==> src/rtl/eco_equiv_sequencer.sv <==
// eco_equiv_sequencer
//   Exhaustive stimulus sequencer / checker for small 2xW-bit-input, YW-bit-output
//   gate-level ECO netlists. Walks idx = {b,a} from 0 to 2^(2W)-1, drives both the
//   pre-ECO and post-ECO instances, waits SETTLE cycles, then compares masked y.
//
// Ports
//   clk, rst_n          rising-edge clock, asynchronous active-low reset
//   start               pulse, begins a run (accepted in IDLE or DONE only)
//   abort               level, terminates a run (priority over all but reset)
//   stop_first          latched on start: end the run at the first mismatch
//   y_mask              latched on start: 1 = compare that y bit
//   a_out, b_out        registered stimulus to both instances
//   y_old, y_new        outputs of the pre-ECO / post-ECO instances
//   busy, done, pass    run status (pass valid while done=1)
//   mism_cnt            saturating count of mismatching vectors
//   first_vec           {b,a} of the first mismatch, first_valid flags it
module eco_equiv_sequencer #(
   parameter int W      = 4,
   parameter int YW     = 4,
   parameter int SETTLE = 1,
   parameter int CNT_W  = 9
) (
   input  logic               clk,
   input  logic               rst_n,
   input  logic               start,
   input  logic               abort,
   input  logic               stop_first,
   input  logic [YW-1:0]      y_mask,
   output logic [W-1:0]       a_out,
   output logic [W-1:0]       b_out,
   input  logic [YW-1:0]      y_old,
   input  logic [YW-1:0]      y_new,
   output logic               busy,
   output logic               done,
   output logic               pass,
   output logic [CNT_W-1:0]   mism_cnt,
   output logic [2*W-1:0]     first_vec,
   output logic               first_valid
);

   localparam int IW   = 2 * W;
   localparam int WC_W = (SETTLE > 1) ? $clog2(SETTLE) : 1;
   localparam logic [WC_W-1:0] WAIT_LAST = (SETTLE > 0) ? WC_W'(SETTLE - 1) : '0;

   localparam logic [2:0] S_IDLE  = 3'd0;
   localparam logic [2:0] S_APPLY = 3'd1;
   localparam logic [2:0] S_WAIT  = 3'd2;
   localparam logic [2:0] S_CHECK = 3'd3;
   localparam logic [2:0] S_DONE  = 3'd4;

   logic [2:0]       state_q, state_d;
   logic [IW-1:0]    idx_q, idx_d;
   logic [W-1:0]     a_q, a_d;
   logic [W-1:0]     b_q, b_d;
   logic             busy_q, busy_d;
   logic             done_q, done_d;
   logic             pass_q, pass_d;
   logic [CNT_W-1:0] cnt_q, cnt_d;
   logic [IW-1:0]    fvec_q, fvec_d;
   logic             fvalid_q, fvalid_d;
   logic             stop_q, stop_d;
   logic [YW-1:0]    mask_q, mask_d;
   logic [WC_W-1:0]  wcnt_q, wcnt_d;
   logic             mismatch;

   // Only meaningful in CHECK; y is ignored in every other state.
   assign mismatch = |((y_old ^ y_new) & mask_q);

   always_comb begin
      state_d  = state_q;
      idx_d    = idx_q;
      a_d      = a_q;
      b_d      = b_q;
      busy_d   = busy_q;
      done_d   = done_q;
      pass_d   = pass_q;
      cnt_d    = cnt_q;
      fvec_d   = fvec_q;
      fvalid_d = fvalid_q;
      stop_d   = stop_q;
      mask_d   = mask_q;
      wcnt_d   = wcnt_q;

      if (abort) begin
         // Partial results (count, first vector) and stimulus are kept for debug.
         state_d = S_IDLE;
         busy_d  = 1'b0;
         done_d  = 1'b0;
         pass_d  = 1'b0;
      end else begin
         case (state_q)
            S_IDLE, S_DONE: begin
               if (start) begin
                  cnt_d    = '0;
                  fvec_d   = '0;
                  fvalid_d = 1'b0;
                  done_d   = 1'b0;
                  pass_d   = 1'b0;
                  stop_d   = stop_first;
                  mask_d   = y_mask;
                  idx_d    = '0;
                  busy_d   = 1'b1;
                  state_d  = S_APPLY;
               end
            end
            S_APPLY: begin
               a_d    = idx_q[W-1:0];
               b_d    = idx_q[IW-1:W];
               wcnt_d = '0;
               state_d = (SETTLE == 0) ? S_CHECK : S_WAIT;
            end
            S_WAIT: begin
               if (wcnt_q == WAIT_LAST) begin
                  state_d = S_CHECK;
               end else begin
                  wcnt_d = wcnt_q + 1'b1;
               end
            end
            S_CHECK: begin
               if (mismatch) begin
                  if (cnt_q != '1) begin
                     cnt_d = cnt_q + 1'b1;
                  end
                  if (!fvalid_q) begin
                     fvec_d   = idx_q;
                     fvalid_d = 1'b1;
                  end
               end
               if ((idx_q == '1) || (mismatch && stop_q)) begin
                  state_d = S_DONE;
                  busy_d  = 1'b0;
                  done_d  = 1'b1;
                  pass_d  = (cnt_d == '0);
               end else begin
                  idx_d   = idx_q + 1'b1;
                  state_d = S_APPLY;
               end
            end
            default: begin
               state_d = S_IDLE;
               busy_d  = 1'b0;
            end
         endcase
      end
   end

   always_ff @(posedge clk or negedge rst_n) begin
      if (!rst_n) begin
         state_q  <= S_IDLE;
         idx_q    <= '0;
         a_q      <= '0;
         b_q      <= '0;
         busy_q   <= 1'b0;
         done_q   <= 1'b0;
         pass_q   <= 1'b0;
         cnt_q    <= '0;
         fvec_q   <= '0;
         fvalid_q <= 1'b0;
         stop_q   <= 1'b0;
         mask_q   <= '0;
         wcnt_q   <= '0;
      end else begin
         state_q  <= state_d;
         idx_q    <= idx_d;
         a_q      <= a_d;
         b_q      <= b_d;
         busy_q   <= busy_d;
         done_q   <= done_d;
         pass_q   <= pass_d;
         cnt_q    <= cnt_d;
         fvec_q   <= fvec_d;
         fvalid_q <= fvalid_d;
         stop_q   <= stop_d;
         mask_q   <= mask_d;
         wcnt_q   <= wcnt_d;
      end
   end

   assign a_out       = a_q;
   assign b_out       = b_q;
   assign busy        = busy_q;
   assign done        = done_q;
   assign pass        = pass_q;
   assign mism_cnt    = cnt_q;
   assign first_vec   = fvec_q;
   assign first_valid = fvalid_q;

endmodule

==> config.mk <==
export PLATFORM = sky130hd
export DESIGN_NAME = eco_equiv_sequencer
export DESIGN_NICKNAME = d
export VERILOG_FILES = /design/src/rtl/eco_equiv_sequencer.sv
export SDC_FILE = /design/constraint.sdc
export NUM_CORES = 1
export LEC_CHECK = 0
export CAP_MARGIN = 40
export CORE_MARGIN = 2
export CORE_UTILIZATION = 35
export CTS_CLUSTER_DIAMETER = 40
export DETAILED_ROUTE_END_ITERATION = 16
export SYNTH_ARGS = -nofsm -noshare
export SYNTH_HDL_FRONTEND = slang
export SYNTH_SLANG_ARGS = --single-unit
export TNS_END_PERCENT = 30
==> constraint.sdc <==
create_clock -name clk -period 2.1 [get_ports clk]
set_input_delay 0.315 -clock clk [delete_from_list [all_inputs] [get_ports clk]]
set_output_delay 0.315 -clock clk [all_outputs]
set_load 0.03 [all_outputs]
## After elaboration in Yosys (flattened, before gate mapping)

Index checks and enable logic that the tools add are counted.

| word-level totals | value |
|---|---|
| word-level logic and storage cells | 85 |
| register bits after elaboration | 46 |
| bits of input ports | 17 |
| output and inout bits | 29 |

| cells by class | value |
|---|---|
| bitwise operators | 3 |
| mux-type cells | 32 |
| reduce and logical (&&, ||, !) cells | 20 |
| eq/ne operators | 14 |
| add/subtract/negate cells | 3 |

Operator list:

| cell | count |
|---|---|
| $mux W9 | 5 |
| $mux W8 | 4 |
| $pmux W8 S2 | 2 |
| $pmux W9 S2 | 1 |
| $mux W3 | 4 |
| $pmux W3 S4 | 1 |
| $reduce_and A3 Y1 | 4 |
| $mux W1 | 10 |
| $add A9 B1 Y9 const B | 1 |
| $logic_not A9 Y1 | 1 |
| $ne A3 B3 Y1 const B | 3 |
| $ne A9 B9 Y1 const B | 1 |
| $add A8 B1 Y8 const B | 1 |
| $eq A8 B8 Y1 const B | 1 |
| $ne A2 B2 Y1 const B | 4 |
| $pmux W1 S2 | 4 |
| $reduce_and A4 Y1 | 2 |
| $eq A3 B2 Y1 const B | 2 |
| $reduce_and A2 Y1 | 3 |
| $reduce_and A5 Y1 | 1 |
| $and A4 B4 Y4 | 1 |
| $reduce_bool A2 Y1 | 2 |
| $reduce_or A2 Y1 | 2 |
| $reduce_or A4 Y1 | 1 |
| 11 further kinds | 11 |

## Logic depth before layout (Yosys ltp)

| depth | value |
|---|---|
| depth after elaboration | 10 |
| depth in mapped cells | 7 |
| gate-level depth less buffers | 6 |

## Worst setup path after synthesis

No wires, ideal clock.

| timing | value |
|---|---|
| kind | register to register |
| start point | reg cnt_q[4] (netlist: mism_cnt[4]) |
| end point | reg pass_q (netlist: pass) |
| setup time | 0.095 ns |
| slack | 0.238 ns |
| period minus slack after synthesis | 1.862 ns |
| data required time | 2.005 ns |
| buffers on the path | 1 |
| arrival | 1.767 ns |
| cell stages (with the launch flop) | 7 |
| cells stage by stage | dfrtp_1 clkbuf_1 and4_1 nand3_1 a211oi_1 o22ai_1 o31ai_1 |

| on the way | value |
|---|---|
| cells in the longest elaborated chain, start to end | 9 |
| elaborated cells on any way between the ends | 10 |
| those cells by class | add/sub: 1; eq/ne: 1; mux: 7; reduce/logical: 1 |

Ends and longest elaborated chain:

| element | line | RTL |
|---|---|---|
| start, declared | 58 | `logic [CNT_W-1:0] cnt_q, cnt_d;` |
| start signal, assigned | 170 | `cnt_q <= cnt_d;` |
| $add A9 B1 Y9 or $ne A9 B9 Y1 (tied branches) | 122, 121 |  |
| $mux W9 | 121 | `if (cnt_q != '1) begin` |
| $mux W9 * | 120 | `if (mismatch) begin` |
| $mux W9 * | 91 | `case (state_q)` |
| $mux W9 * | 84 | `if (abort) begin` |
| $logic_not A9 Y1 * | 133 | `pass_d = (cnt_d == '0);` |
| $mux W1 * | 129 | `if ((idx_q == '1) \|\| (mismatch && stop_q)) begin` |
| $pmux W1 S2 * | 91 |  |
| $mux W1 * | 84 |  |
| end signal, assigned | 169 | `pass_q <= pass_d;` |
| end, declared | 57 | `logic pass_q, pass_d;` |

Every way passes the cells marked *; elsewhere a longest branch is shown, timed or not. The select of a mux whose other input is x is not followed.
A chain may end at the register's enable or synchronous reset.

## Worst setup path after layout

| timing | value |
|---|---|
| start point | in y_new[3] |
| end point | reg idx_q[7] |

| on the way | value |
|---|---|
| cells in the longest elaborated chain, start to end | 7 |

Ends and longest elaborated chain:

| element | line | RTL |
|---|---|---|
| start, declared | 32 | `input logic [YW-1:0] y_new,` |
| $xor A4 B4 Y4 | 67 | `assign mismatch = \|((y_old ^ y_new) & mask_q);` |
| $and A4 B4 Y4 | 67 |  |
| $reduce_or A4 Y1 | 67 |  |
| $logic_and A1 B1 Y1 | 129 |  |
| $logic_or A1 B1 Y1 | 129 |  |
| $ne A2 B2 Y1 (no source line) | n/a |  |
| $reduce_and A4 Y1 (no source line) | n/a |  |
| end signal, assigned | 164 | `idx_q <= idx_d;` |
| end, declared | 52 | `logic [IW-1:0] idx_q, idx_d;` |

No other way between the ends.

==> metrics <==
outcome=finished with violations; failing checks=negative hold slack; final wirelength=approximately 5700 um; VDD IR-drop max=about 0.33 mV; Post-DRT Antenna Nets=0; vias in the first global route=between 1500 and 2000; gpl congestion=0.924; Cells after Synth=about 220; first-pass GRT wire length=slightly below 10000 um; Max-slew headroom=about three fifths; area leader, netlist=dfrtp_1; postcts setup bufs=0; vias per inst=between 5 and 6; critical-path maximum fanout=8; total congestion overflow=0; Placeable Area=6390 sq um; worst slew pin tran=0.569 ns; final hold vios=21; area grow syn2layout=35.7%; share of cells above drive strength 1=a little over a fifth; top post-synthesis cells by area=dfrtp_1 (49%), nand2_1 (5.2%), mux2_2 (4.9%); final max-slew violation count=0; Tcrit/Tclk final=93.3%; sequential share of the synthesized area=roughly half; Top FF cell, synth=dfrtp_1; Worst Clk Skew=0.00354 ns; Distinct cells, synth=between 40 and 50; FF-to-FF path depth=6; yosys warns=0; clock-pin slew of the registers on the worst-case setup and hold paths=about 0.09 ns; fin cells=about 370; area of the multi-input gates=1140 sq um; Synth Cell Area=around 2300 sq um; crit path buf inv count=1; Leakage=about 1.4 nW; I/O Pins=46; setup TNS=0 ns; Port Buf Inserts=45; ys async rst share=100%; crit-path max cell delay=about 0.46 ns; post-synthesis register bit count=45; Worst Path Required=between 2 and 2.5 ns; via count=approximately 2000; Syn Area/Cell=around 10 sq um; area share of the leading cell type in the synthesized netlist=between 40% and 50%; crit end category=flop; num rows=29; CTS tree=yes; Hold WC Path Type=in -> async; most frequent cells in the layout=dfrtp_1 (45), clkdlybuf4s50_1 (44), nand2_1 (31); htree depth=2; number of inserted diodes=0; r2r startpoint=idx_q[3]$_DFFE_PN0P_; Avg WL per Cell=15.3 um; hold buffer count at CTS=0; chip height=around 85 um; final worst slack=about 0.14 ns; Longest Clk Path Bufs=2; post_cts resized=0; CTS root buf=clkbuf_8; clock buffer count from CTS=5; Reg2Reg Setup Slack=approximately 0.17 ns; Final Setup Violations=0; initial antenna violation count=0; largest net degree at the start of global routing=25; Final #Nets=between 300 and 400; reg-to-reg endpoint=idx_q[7]$_DFFE_PN0P_; Fillers=approximately 600; number of flops mapped to enable cells by yosys=0; final HPWL from detailed placement=~4200 um; hold_ws=-0.0145 ns; placed insts=about 370; max-cap violations=0; CP delay by family, top=compound AO/OA/AOI/OAI gates; Fmax=a little over 500 MHz; Mapped Nets=approximately 240; Initial DRT Pass Iterations=4; crit start category=input port; Critical Path, Cell by Cell=clkdlybuf4s50_1 -> xor2_1 -> a22oi_4 -> a21boi_2 -> o21ba_4 -> or4_1 -> a21oi_1; Sequential Area=between 1000 and 1500 sq um; commonest non-fill, non-tap cell in the layout=dfrtp_1; GRT Total Usage=about 17%; Die X-Extent=approximately 85 um; crit path time final=1.96 ns; total power density per cell area=662 nW/um^2; Arrival @ worst endpoint=2.19 ns; critical path class=in -> reg; die area=roughly 7300 sq um; clk_lat worst skew=0.30 ns; Initial DRC Count=about 80; Initial Util=36.2%; DRC=0; Sink Count=45; RSZ-0062 raised after global routing=no; CP max stage cell=or4_1; pre-CTS setup slack=-0.186 ns
[per-stage QoR]
step / total power [mW] / utilization (%) / hold WS (ns) / cell area [sq um]
6_report: 2.08 / 49.2 / -0.0145 / 3140
5_1_grt: 2.19 / 49.2 / 0.0334 / 3140
4_1_cts: 2.10 / 49.1 / 0.00778 / 3140
3_5_place_dp: 1.53 / 47.6 / 0.332 / 3040
3_3_place_gp: 1.52 / 47.6 / 0.332 / 3040
2_1_floorplan: 1.29 / - / 0.0194 / 2310
[sequential cells by signal (all words and copies together), names as in the netlist]
| name | cells |
|---|---|
| first_vec | 8 |
| mask_q | 4 |
| first_valid | 1 |
| pass | 1 |
| a_out | 4 |
| done | 1 |
| idx_q | 8 |
| state_q | 3 |
| mism_cnt | 9 |
| busy | 1 |
| stop_q | 1 |
| b_out | 4 |
[power breakdown]
part,total [mW],switching [mW],leakage (nW),internal [mW]
registers,0.985,0.0585,0.617,0.926
clock network,0.575,0.308,0.0512,0.267
logic,0.518,0.280,0.747,0.238
[synth_stat cells, types with 3 or more instances]
library cell and instances:
a21oi_1 9, a22o_1 10, a31oi_1 5, and3_1 3, clkbuf_1 4, dfrtp_1 45, inv_1 3, mux2_2 10
nand2_1 32, nand2b_1 4, nand3_1 16, nand4_1 3, nor2_1 8, nor3_1 3, o21ai_0 13, o311ai_0 4
o31ai_1 8, xor2_1 4
[per-layer routing]
metal,global-route usage (%),part of all wire (%),vias to the layer above
met1,24.3,48,952
li1,-,-,976
met2,24.9,45,58
met3,2.53,5.1,7
met4,5.77,1.8,0
met5,0,0,-
[kinds of logic after synthesis]
kind of cell,synth area share [%]
flops,48.7
compound gates,20.2
mux,5.73
buf+inv,2.11
xor+xnor,1.89
simple gates,20.3
fa+ha+maj,1.08
[worst max path at each step]
stage / from / endpoint / slack, ns / depth (start not counted)
6_report: y_new[3] / idx_q[7]$_DFFE_PN0P_ / 0.14 / 7
5_1_grt: y_new[0] / first_vec[0]$_DFFE_PN0P_ / 0.02 / 7
4_1_cts: y_new[3] / idx_q[7]$_DFFE_PN0P_ / 0.13 / 7
3_5_place_dp: y_new[3] / idx_q[7]$_DFFE_PN0P_ / -0.19 / 7
3_3_place_gp: y_old[2] / pass$_DFFE_PN0P_ / -0.16 / 9
2_1_floorplan: mism_cnt[4]$_DFFE_PN0P_ / pass$_DFFE_PN0P_ / 0.24 / 6
[area by class of cell]
type,count,share of cell area [%]
Sequential cell,45,35.9
Clock buffer,6,2.63
Timing Repair Buffer,73,21.3
Multi-Input combinational cell,168,36.3
Inverter,3,0.359
Tap cell,77,3.07
Clock inverter,2,0.438
[worst register-to-register path: stages, from the launching register on]
cell and delay, ns:
dfrtp_1 0.43, and3_4 0.20, and3_1 0.20, and3_4 0.20, o21ba_4 0.22, or4_1 0.47
a21oi_1 0.14
Note: power is estimated with default switching activity, not from simulation.
